[src/rtl/sha_job_controller_if.sv]
// Host-side job/result bundle for the SHA job controller.
// Latency: none, wires only.
// Backpressure: job_valid/job_ready on the job side, res_valid/res_ready on the result side.
interface sha_job_controller_if;
    logic         job_valid;
    logic         job_ready;
    logic [255:0] job_mid;
    logic [511:0] job_head;
    logic         abort;
    logic         res_valid;
    logic         res_ready;
    logic         res_found;
    logic [31:0]  res_nonce;
    logic         busy;

    // Host side: offers jobs, consumes results.
    modport master (
        output job_valid, job_mid, job_head, abort, res_ready,
        input  job_ready, res_valid, res_found, res_nonce, busy
    );

    // Controller side.
    modport slave (
        input  job_valid, job_mid, job_head, abort, res_ready,
        output job_ready, res_valid, res_found, res_nonce, busy
    );
endinterface

[src/rtl/sha_job_controller.sv]
// Sequences one sha_block through load, search and report for each mining job.
// Latency: accept->first solve_en 2 cycles; flag->res_valid 1 cycle.
// Backpressure: jobs accepted only in IDLE; result held stable until res_ready.
module sha_job_controller #(
    parameter logic [31:0] SEARCH_LIMIT = 32'hFFFF_FFFF,
    parameter int unsigned WARMUP       = 2
) (
    input  logic                 clk,
    input  logic                 n_rst,
    sha_job_controller_if.slave  host,
    output logic [255:0]         mid_state,
    output logic [511:0]         head_data,
    output logic                 load_state,
    output logic                 solve_en,
    input  logic                 sha_flag,
    input  logic [31:0]          sha_nonce
);

    typedef enum logic [1:0] {IDLE, LOAD, SOLVE, REPORT} state_t;

    state_t      state;
    state_t      state_nxt;
    logic [31:0] cycle_cnt;
    logic [3:0]  warm_cnt;
    logic        capture;
    logic        found_nxt;
    logic [31:0] nonce_nxt;

    // Ready is a pure state decode; gated by reset so it reads 0 while reset is held.
    assign host.job_ready = (state == IDLE) && n_rst;

    // Next-state decode with SOLVE exit priority abort > flag > limit.
    always_comb begin
        state_nxt = state;
        capture   = 1'b0;
        found_nxt = 1'b0;
        nonce_nxt = 32'd0;
        case (state)
            IDLE: begin
                if (host.job_valid) begin
                    state_nxt = LOAD;
                end
            end
            LOAD: begin
                state_nxt = SOLVE;
            end
            SOLVE: begin
                if (host.abort) begin
                    state_nxt = REPORT;
                    capture   = 1'b1;
                end else if (sha_flag && (warm_cnt == 4'd0)) begin
                    state_nxt = REPORT;
                    capture   = 1'b1;
                    found_nxt = 1'b1;
                    nonce_nxt = sha_nonce;
                end else if (cycle_cnt == (SEARCH_LIMIT - 32'd1)) begin
                    state_nxt = REPORT;
                    capture   = 1'b1;
                end
            end
            REPORT: begin
                if (host.res_ready) begin
                    state_nxt = IDLE;
                end
            end
            default: state_nxt = IDLE;
        endcase
    end

    // State register.
    always_ff @(posedge clk or negedge n_rst) begin
        if (!n_rst) begin
            state <= IDLE;
        end else begin
            state <= state_nxt;
        end
    end

    // Job capture: data is frozen from accept until the next accept.
    always_ff @(posedge clk or negedge n_rst) begin
        if (!n_rst) begin
            mid_state <= '0;
            head_data <= '0;
        end else if ((state == IDLE) && host.job_valid) begin
            mid_state <= host.job_mid;
            head_data <= host.job_head;
        end
    end

    // Search cycle counter and warmup mask; SOLVE exits at the limit so the count never wraps.
    always_ff @(posedge clk or negedge n_rst) begin
        if (!n_rst) begin
            cycle_cnt <= 32'd0;
            warm_cnt  <= 4'd0;
        end else if (state == LOAD) begin
            cycle_cnt <= 32'd0;
            warm_cnt  <= 4'(WARMUP);
        end else if (state == SOLVE) begin
            cycle_cnt <= cycle_cnt + 32'd1;
            if (warm_cnt != 4'd0) begin
                warm_cnt <= warm_cnt - 4'd1;
            end
        end
    end

    // Registered outputs decoded from the upcoming state so they align with it.
    always_ff @(posedge clk or negedge n_rst) begin
        if (!n_rst) begin
            load_state     <= 1'b0;
            solve_en       <= 1'b0;
            host.res_valid <= 1'b0;
            host.busy      <= 1'b0;
            host.res_found <= 1'b0;
            host.res_nonce <= 32'd0;
        end else begin
            load_state     <= (state_nxt == SOLVE);
            solve_en       <= (state_nxt == SOLVE);
            host.res_valid <= (state_nxt == REPORT);
            host.busy      <= (state_nxt != IDLE);
            if (capture) begin
                host.res_found <= found_nxt;
                host.res_nonce <= nonce_nxt;
            end else if ((state == REPORT) && host.res_ready) begin
                host.res_found <= 1'b0;
                host.res_nonce <= 32'd0;
            end
        end
    end

endmodule

[src/flat_wrapper.sv]
// flat-port wrapper written by rule: the top's interface ports become plain ports
module sha_job_controller_flat 
#(
    parameter logic [31:0] SEARCH_LIMIT = 32'hFFFF_FFFF,
    parameter int unsigned WARMUP       = 2
)
  (clk, n_rst, mid_state, head_data, load_state, solve_en, sha_flag, sha_nonce, host_job_valid, host_job_mid, host_job_head, host_abort, host_res_ready, host_job_ready, host_res_valid, host_res_found, host_res_nonce, host_busy);
  sha_job_controller_if host_i ();
  input  logic clk;
  input  logic n_rst;
  output logic [255:0] mid_state;
  output logic [511:0] head_data;
  output logic load_state;
  output logic solve_en;
  input  logic sha_flag;
  input  logic [31:0] sha_nonce;
  input wire logic [$bits(host_i.job_valid)-1:0] host_job_valid;
  input wire logic [$bits(host_i.job_mid)-1:0] host_job_mid;
  input wire logic [$bits(host_i.job_head)-1:0] host_job_head;
  input wire logic [$bits(host_i.abort)-1:0] host_abort;
  input wire logic [$bits(host_i.res_ready)-1:0] host_res_ready;
  output wire logic [$bits(host_i.job_ready)-1:0] host_job_ready;
  output wire logic [$bits(host_i.res_valid)-1:0] host_res_valid;
  output wire logic [$bits(host_i.res_found)-1:0] host_res_found;
  output wire logic [$bits(host_i.res_nonce)-1:0] host_res_nonce;
  output wire logic [$bits(host_i.busy)-1:0] host_busy;
  assign host_i.job_valid = host_job_valid;
  assign host_i.job_mid = host_job_mid;
  assign host_i.job_head = host_job_head;
  assign host_i.abort = host_abort;
  assign host_i.res_ready = host_res_ready;
  assign host_job_ready = host_i.job_ready;
  assign host_res_valid = host_i.res_valid;
  assign host_res_found = host_i.res_found;
  assign host_res_nonce = host_i.res_nonce;
  assign host_busy = host_i.busy;
  sha_job_controller #(.SEARCH_LIMIT(SEARCH_LIMIT), .WARMUP(WARMUP)) u_core (.clk(clk), .n_rst(n_rst), .host(host_i), .mid_state(mid_state), .head_data(head_data), .load_state(load_state), .solve_en(solve_en), .sha_flag(sha_flag), .sha_nonce(sha_nonce));
endmodule
[config.mk]
export PLATFORM = sky130hd
export DESIGN_NAME = sha_job_controller_flat
export DESIGN_NICKNAME = d
export VERILOG_FILES = /design/src/rtl/sha_job_controller_if.sv /design/src/rtl/sha_job_controller.sv /design/src/flat_wrapper.sv
export SDC_FILE = /design/constraint.sdc
export NUM_CORES = 1
export LEC_CHECK = 0
export ABC_AREA = 1
export CAP_MARGIN = 5
export CORE_AREA = 4 4 630 632
export DETAILED_ROUTE_END_ITERATION = 10
export DIE_AREA = 0 0 634 636
export PLACE_DENSITY = 0.38
export SLEW_MARGIN = 15
export SYNTH_ARGS = -nofsm -noshare
export SYNTH_HDL_FRONTEND = slang
export SYNTH_SLANG_ARGS = --single-unit
export TNS_END_PERCENT = 50
[constraint.sdc]
create_clock -name clk -period 2.3 [get_ports clk]
set_clock_uncertainty 0.05 [all_clocks]
set_input_delay 0.345 -clock clk [delete_from_list [all_inputs] [get_ports clk]]
set_output_delay 0.345 -clock clk [all_outputs]
set_load 0.1 [all_outputs]
# Yosys cells after proc, flatten, opt, wreduce, memory -nomap -nowiden
# Cells that the tools add are included.
# classes
eq_ne,6
addsub,2
mux,25
n_reduce_logical,12
# op_table
operator,count
$mux 32,7
$add 32x1->32 const B,1
$eq 32x32->1 const B,1
$mux 4,3
$mux 2,5
$mux 1,9
$eq 2x2->1 const B,4
$pmux 2 s4,1
$reduce_bool 2->1,4
$logic_and 1x1->1,4
$logic_not 4->1,1
$reduce_bool 4->1,1
$sub 4x1->4 const B,1
$eq 2x1->1 const B,1
$logic_not 2->1,1
$reduce_and 2->1,1
# word_totals
out_inout_bits,806
elab_cells,55
inputBits,806
ff_bits,842

# Longest topological paths before layout
# Gate-level depths: netlist of run 1.
# logic_depth
word_depth,6
depth_mapped,13
mapped_depth_nobuf,13

# Worst setup path before layout of run 1
# Ideal clock, no wire load.
# synth_timing
path_kind,flip-flop to flip-flop
from,reg u_core.state[0]
to,reg u_core.head_data[0]
path_stages_with_launch,8
period_less_slack_ns,1.789
required_time_ns,2.124
path_slack_ns,0.511
arrival_ns,1.613
n_path_buf,3
setup_ns,0.126
path_cell_list,dfrtp_1 -> inv_1 -> ha_1 -> nand2_1 -> buf_2 -> buf_2 -> buf_4 -> mux2_2
# synth_via
elab_chain_len,2
# synth_lines
element,line_no,rtl
start: declaration,sha_job_controller.sv:21,state_t state;
start signal: assignment,sha_job_controller.sv:75,state <= state_nxt;
$logic_not 2->1,sha_job_controller.sv:84,end else if ((state == IDLE) && host.job_valid) begin
$logic_and 1x1->1,sha_job_controller.sv:84,
end signal: assignment,sha_job_controller.sv:86,head_data <= host.job_head;
end: declaration,sha_job_controller.sv:12,"output logic [511:0] head_data,"
# No other way between the ends.
# A chain may end at the register's enable or synchronous reset.

# Worst setup path in the final report of run 1
# layout_timing
from,reg u_core.head_data[242]
to,out head_data[242]
# layout_rtl
element,line_no,rtl
end: declaration,flat_wrapper.sv:12,output logic [511:0] head_data;
# No word-level cell between the ends.

==> metrics.yaml, run 1 <==
routed-via-count: 28100
syn_inst: 2091
multi_input_area_mm2: 0.0104
portBuffers: 1611
drive_above_1_share_pct: 43.9
routabilityCongestion: 0.894
synth_area_leaders: "dfrtp_1 (65%), mux2_2 (27%), buf_4 (1.2%)"
cts_root_buf: "clkbuf_16"
fin_util_pct: 16.1
min_period_ns: 2.20
synth_area_mm2: 0.0324
cts_tree: "built"
ant_nets: 0
yosysUniqueCellTypes: 39
hold_class: "in2reg"
setup_viol: 0
hold_viol: 0
grt_pass1_wl_um: 362000
yosys.area.top_type_share_pct: 65.0
area_growth_pct: 94.0
final.fill_count: 43500
ys_ff_latch: 842
cts_sinks: 842
crit_family: "flip-flops"
wl_per_cell_um: 30.1
syn_area_per_cell_um2: 15.5
die_y_um: 636
dieArea_mm2: 0.403
rows: 230
worstHoldStart: "host_job_mid[94]"
routed_wl_um: 293000
design.core.area_mm2: 0.391
cts_buffers: 120
grt_pass1_vias: 30400
start_kind: "flop"
outcome: "complete, no violations"
cp_data_required_time_ns: 1.90
relSlewSlack_pct: 54.5
grt_max_degree: 114
dp_hpwl_um: 259000
path_cells: "buf_4"
track_usage_pct: 14.0
drtPass1Iterations: 5
crit_buf_inv: 1
nets: 5145
startpoint: "u_core.head_data[242]"
ioPinCount: 1612
ys_seq_area_share_pct: 65.0
endpoint_kind: "output port"
crit_arrival_ns: 1.80
slowest_stage: "dfrtp_1"
regArea_mm2: 0.0211
h-tree-depth: 3
path_class: "reg2out"
path_clk_slew_ns: 0.06
tightest_slew_ns: 0.682
min_period_over_period_pct: 95.6
whs_ns: 0.0908
final_cells: 9736
max_freq_mhz: 455
clock_latency_ns: 0.84
drc: 0
max_cap_violations: 0
vias_per_cell: 2.88
yosys_warnings: 0
max_stage_delay_ns: 0.57
drtIter0Drc: 1196
slew_viol_final: 0
dp.cells: 8929
syn_nets: 2906
rr_startpoint: "u_core.state[0]"
antenna_found_initial: 341
cp_max_fo: 2
grt_overflow_total: 0
yosys.area.top_type: "dfrtp_1"
rsz0062_at_grt: "false"
dieWidth_um: 634
clockBufferDepth: 4
start_util_pct: 8.28
-- path summary, 6_finish.rpt --
check	slack [ns]	cells after the start	to
max	0.10	1	head_data[242]
min	0.09	2	u_core.mid_state[94]
max reg2reg	0.12	8	u_core.head_data[204]
min reg2reg	0.44	1	u_core.cycle_cnt[20]
max in group asynchronous	0.98	4	u_core.mid_state[42]
min in group asynchronous	0.20	3	u_core.head_data[57]
-- flip-flops by register name, summed over array words and instances, names as in the netlist --
signal and count:
u_core.warm_cnt 4, u_core.head_data 512, u_core.host.busy 1, u_core.host.res_nonce 32, u_core.mid_state 256, u_core.load_state 1
u_core.cycle_cnt 32, u_core.state 2, u_core.host.res_found 1, u_core.host.res_valid 1
-- layout make-up --
| type | count | area share, % |
|---|---|---|
| Sequential cell | 842 | 33.5 |
| Timing Repair Buffer | 2215 | 32.2 |
| Multi-Input combinational cell | 1076 | 16.5 |
| Tap cell | 5220 | 10.4 |
| Clock buffer | 178 | 5.71 |
| Clock inverter | 40 | 0.869 |
| Inverter | 75 | 0.448 |
| Antenna cell | 90 | 0.358 |
-- per-stage QoR --
step	cell area [um^2]	worst slack [ns]	TNS (ns)
3_3_place_gp	53500	-0.0583	-5.64
5_1_grt	62800	0.00937	0
4_1_cts	62700	0.0264	0
2_1_floorplan	32400	0.511	0
6_report	62900	0.101	0
3_5_place_dp	53500	-0.0842	-8.41
-- per-layer routing --
metal,wire length [um],vias up,global-route usage [%]
met5,547,-,0
met4,12100,86,4.23
met3,31200,661,6.36
met2,150000,1530,25.9
met1,98700,13900,13.8
li1,-,11900,-
-- cells in the final DEF, fill, tap and decap left out, types with 2 or more instances in the layout --
cell type / count
nand2_4: 3
nor3_4: 3
inv_2: 5
o21ai_2: 9
inv_6: 4
nor2_4: 4
buf_4: 885
o21ai_0: 19
mux2_2: 768
bufinv_16: 11
nor2_2: 6
nand3_1: 35
o21ai_1: 26
nand3_2: 11
nand2_2: 16
dfrtp_1: 842
clkbuf_8: 35
clkbuf_1: 22
nor2_1: 48
inv_1: 70
nor3_1: 9
nand2_1: 69
clkdlybuf4s50_1: 804
ha_1: 8
diode_2: 90
a21oi_1: 21
clkinv_4: 4
dlygate4sd3_1: 495
a2bb2oi_1: 2
nand4_1: 6
clkinv_2: 11
clkinvlp_4: 8
buf_12: 30
clkbuf_16: 121
-- synth_stat cells --
| cell type | instances |
|---|---|
| clkbuf_2 | 2 |
| a211oi_1 | 1 |
| nor4_1 | 1 |
| nor2_1 | 48 |
| mux2_2 | 768 |
| nand3b_4 | 1 |
| o41ai_1 | 1 |
| a41oi_1 | 1 |
| nor3_1 | 9 |
| inv_2 | 2 |
| o31ai_1 | 1 |
| clkbuf_1 | 4 |
| nor3_2 | 1 |
| nor2_2 | 6 |
| ha_1 | 9 |
| nand2_4 | 2 |
| xor2_1 | 1 |
| a21oi_1 | 21 |
| buf_1 | 2 |
| dfrtp_1 | 842 |
| buf_6 | 13 |
| nand4_1 | 6 |
| inv_1 | 73 |
| o21ai_2 | 9 |
| buf_4 | 53 |
| nor2_4 | 4 |
| buf_2 | 24 |
| nand2_1 | 70 |
| o21ai_1 | 26 |
| nand2_2 | 16 |
| nor3b_2 | 1 |
| nor3b_1 | 1 |
| nor3_4 | 3 |
| a21oi_2 | 1 |
| a31oi_1 | 1 |
| o21ai_0 | 19 |
| a2bb2oi_1 | 2 |
| nand3_2 | 11 |
| nand3_1 | 35 |
-- cell families (layout without fill, tap and decap cells) --
| family | Yosys count | count (layout) | synth area share (%) |
|---|---|---|---|
| XOR/XNOR | 1 | 1 | 0.0270 |
| other | 0 | 90 | 0 |
| flip-flops | 842 | 842 | 65.0 |
| multiplexers | 768 | 768 | 26.7 |
| adder cells (fa/ha/maj) | 9 | 9 | 0.347 |
| buffers and inverters | 173 | 2508 | 3.02 |
| AND/OR/NAND/NOR | 215 | 215 | 3.46 |
| AO/OA/AOI/OAI | 83 | 83 | 1.46 |
-- timing repair --
action                     in CTS  in global routing
hold endpoints to repair     1055                  0
resized for setup               5                  0
hold buffers                  495                  0
setup endpoints to repair       1                  0
buffers inserted                4                  0
Power of run 1 is left out: the tool's default activity adds up to more than one toggle a clock period on the data nets, which glitch-free logic cannot reach.
==> run 2: changes to the inputs <==
clock period = 2.1 ns   (was 2.3 ns; I/O delays follow)
==> metrics.yaml, run 2 (synthesis results as in run 1) <==
outcome: "finished, violations left"
violations: "negative setup slack"
start_kind: "flop"
grt_overflow_total: 0
ant_nets: 0
drt-met1-wl_um: 98400
cts_tree: "built"
tightest_slew_ns: 0.761
endpoint_kind: "output port"
track_usage_pct: 14.0
cp_max_fo: 2
clock_latency_ns: 0.83
slew_viol_final: 0
place_ws_ns: -0.187
dieArea_mm2: 0.403
timing.setup.tns_ns: -0.00329
min_period_ns: 2.10
grt_max_degree: 105
highest_layer: "met5"
clockBufferDepth: 4
max_freq_mhz: 475
route.met3.wl_um: 32600
drtIter0Drc: 1146
path_clk_slew_ns: 0.06
rr_startpoint: "u_core.state[1]"
nets: 5243
final_cell_mix: "dfrtp_1 (835), clkdlybuf4s50_1 (804), buf_4 (781)"
min_period_over_period_pct: 100
routabilityCongestion: 0.876
cp_data_required_time_ns: 1.74
dieWidth_um: 634
setup_viol: 1
antenna_found_initial: 356
path_class: "reg2out"
routed-via-count: 28500
cts_root_buf: "clkbuf_16"
met2_wirelength_um: 153000
grt_pass1_vias: 30200
relSlewSlack_pct: 49.3
area_growth_pct: 101
hold_class: "in2reg"
largest_reg_flops: 512
cts_buffers: 118
top_regs: "u_core.head_data: 512 flops, u_core.mid_state: 256 flops"
cts_sinks: 842
worstHoldStart: "host_job_mid[2]"
startpoint: "u_core.state[1]"
h-tree-depth: 3
routed_wl_um: 296000
hold_viol: 0
die_y_um: 636
vias_per_cell: 2.90
drc: 0
ioPinCount: 1612
start_util_pct: 8.28
rsz0062_at_grt: "true"
wl_per_cell_um: 30.1
grt_pass1_wl_um: 362000
design.core.area_mm2: 0.391
final.fill_count: 43300
drtPass1Iterations: 4
max_cap_violations: 0
dp_hpwl_um: 260000
portBuffers: 1611
regMostFlops: "u_core.head_data"
rows: 230
layout_setup_ws_ns: -0.00329
final_common_cell: "dfrtp_1"
drive_above_1_share_pct: 44.1
crit_arrival_ns: 1.74
[run 2: cell types whose count changed in the layout (fill, tap and decap cells not counted), sizes merged]
cell,delta
inv,+1
clkbuf,-7
bufinv,-3
clkinvlp,-2
dlygate4sd3,+56
clkinv,+11
buf,+36
diode,+5
[run 2: worst paths after layout]
path	slack, ns	depth (start not counted)	to
max	-0.003	5	host_job_ready
min	0.09	2	u_core.mid_state[2]
max reg2reg	0.02	8	u_core.head_data[222]
min reg2reg	0.45	1	u_core.cycle_cnt[20]
max in group asynchronous	0.72	5	u_core.mid_state[184]
min in group asynchronous	0.56	4	u_core.head_data[380]
[run 2: per-stage QoR]
step	utilization (%)	hold WS (ns)	cells	instance area [um^2]
5_1_grt	16.6	0.0336	9776	65200
3_3_place_gp	14.0	0.431	8951	54900
3_5_place_dp	14.0	0.433	8951	54900
6_report	16.7	0.0854	9833	65300
2_1_floorplan	-	-0.0306	2091	32400
4_1_cts	16.5	0.0000564	9721	64700
[run 2: critical path, stage by stage (launching register included)]
cell	delay, ns
dfrtp_1	0.39
inv_2	0.09
ha_4	0.14
nand2_2	0.05
inv_2	0.07
buf_12	0.18
[run 2: area by class of cell]
cell class | instances | area [um^2] | share of cell area [%]
multi-input cells | 1076 | 10400 | 15.9
flip-flops and latches | 842 | 21100 | 32.3
well taps | 5220 | 6530 | 10.0
repair buffers | 2315 | 22800 | 34.9
inverters | 75 | 282 | 0.431
clock inverters | 47 | 522 | 0.799
clock buffers | 163 | 3410 | 5.23
diodes | 95 | 238 | 0.364
[run 2: routing by layer]
| layer | vias up | global-route usage (%) |
|---|---|---|
| met3 | 653 | 6.67 |
| met4 | 90 | 3.96 |
| met2 | 1611 | 26.1 |
| met1 | 14100 | 13.7 |
| li1 | 12100 | - |
| met5 | - | 0 |
[run 2: timing repair]
item                                     CTS  global route
pin swaps                                  1             0
setup buffers                              6            10
hold buffers                             553             0
hold endpoints to repair                1073             0
cloned                                     1             8
endpoints found under the setup margin   128           232
gates resized for setup                   47            21
Power of run 2 is left out for the same reason.
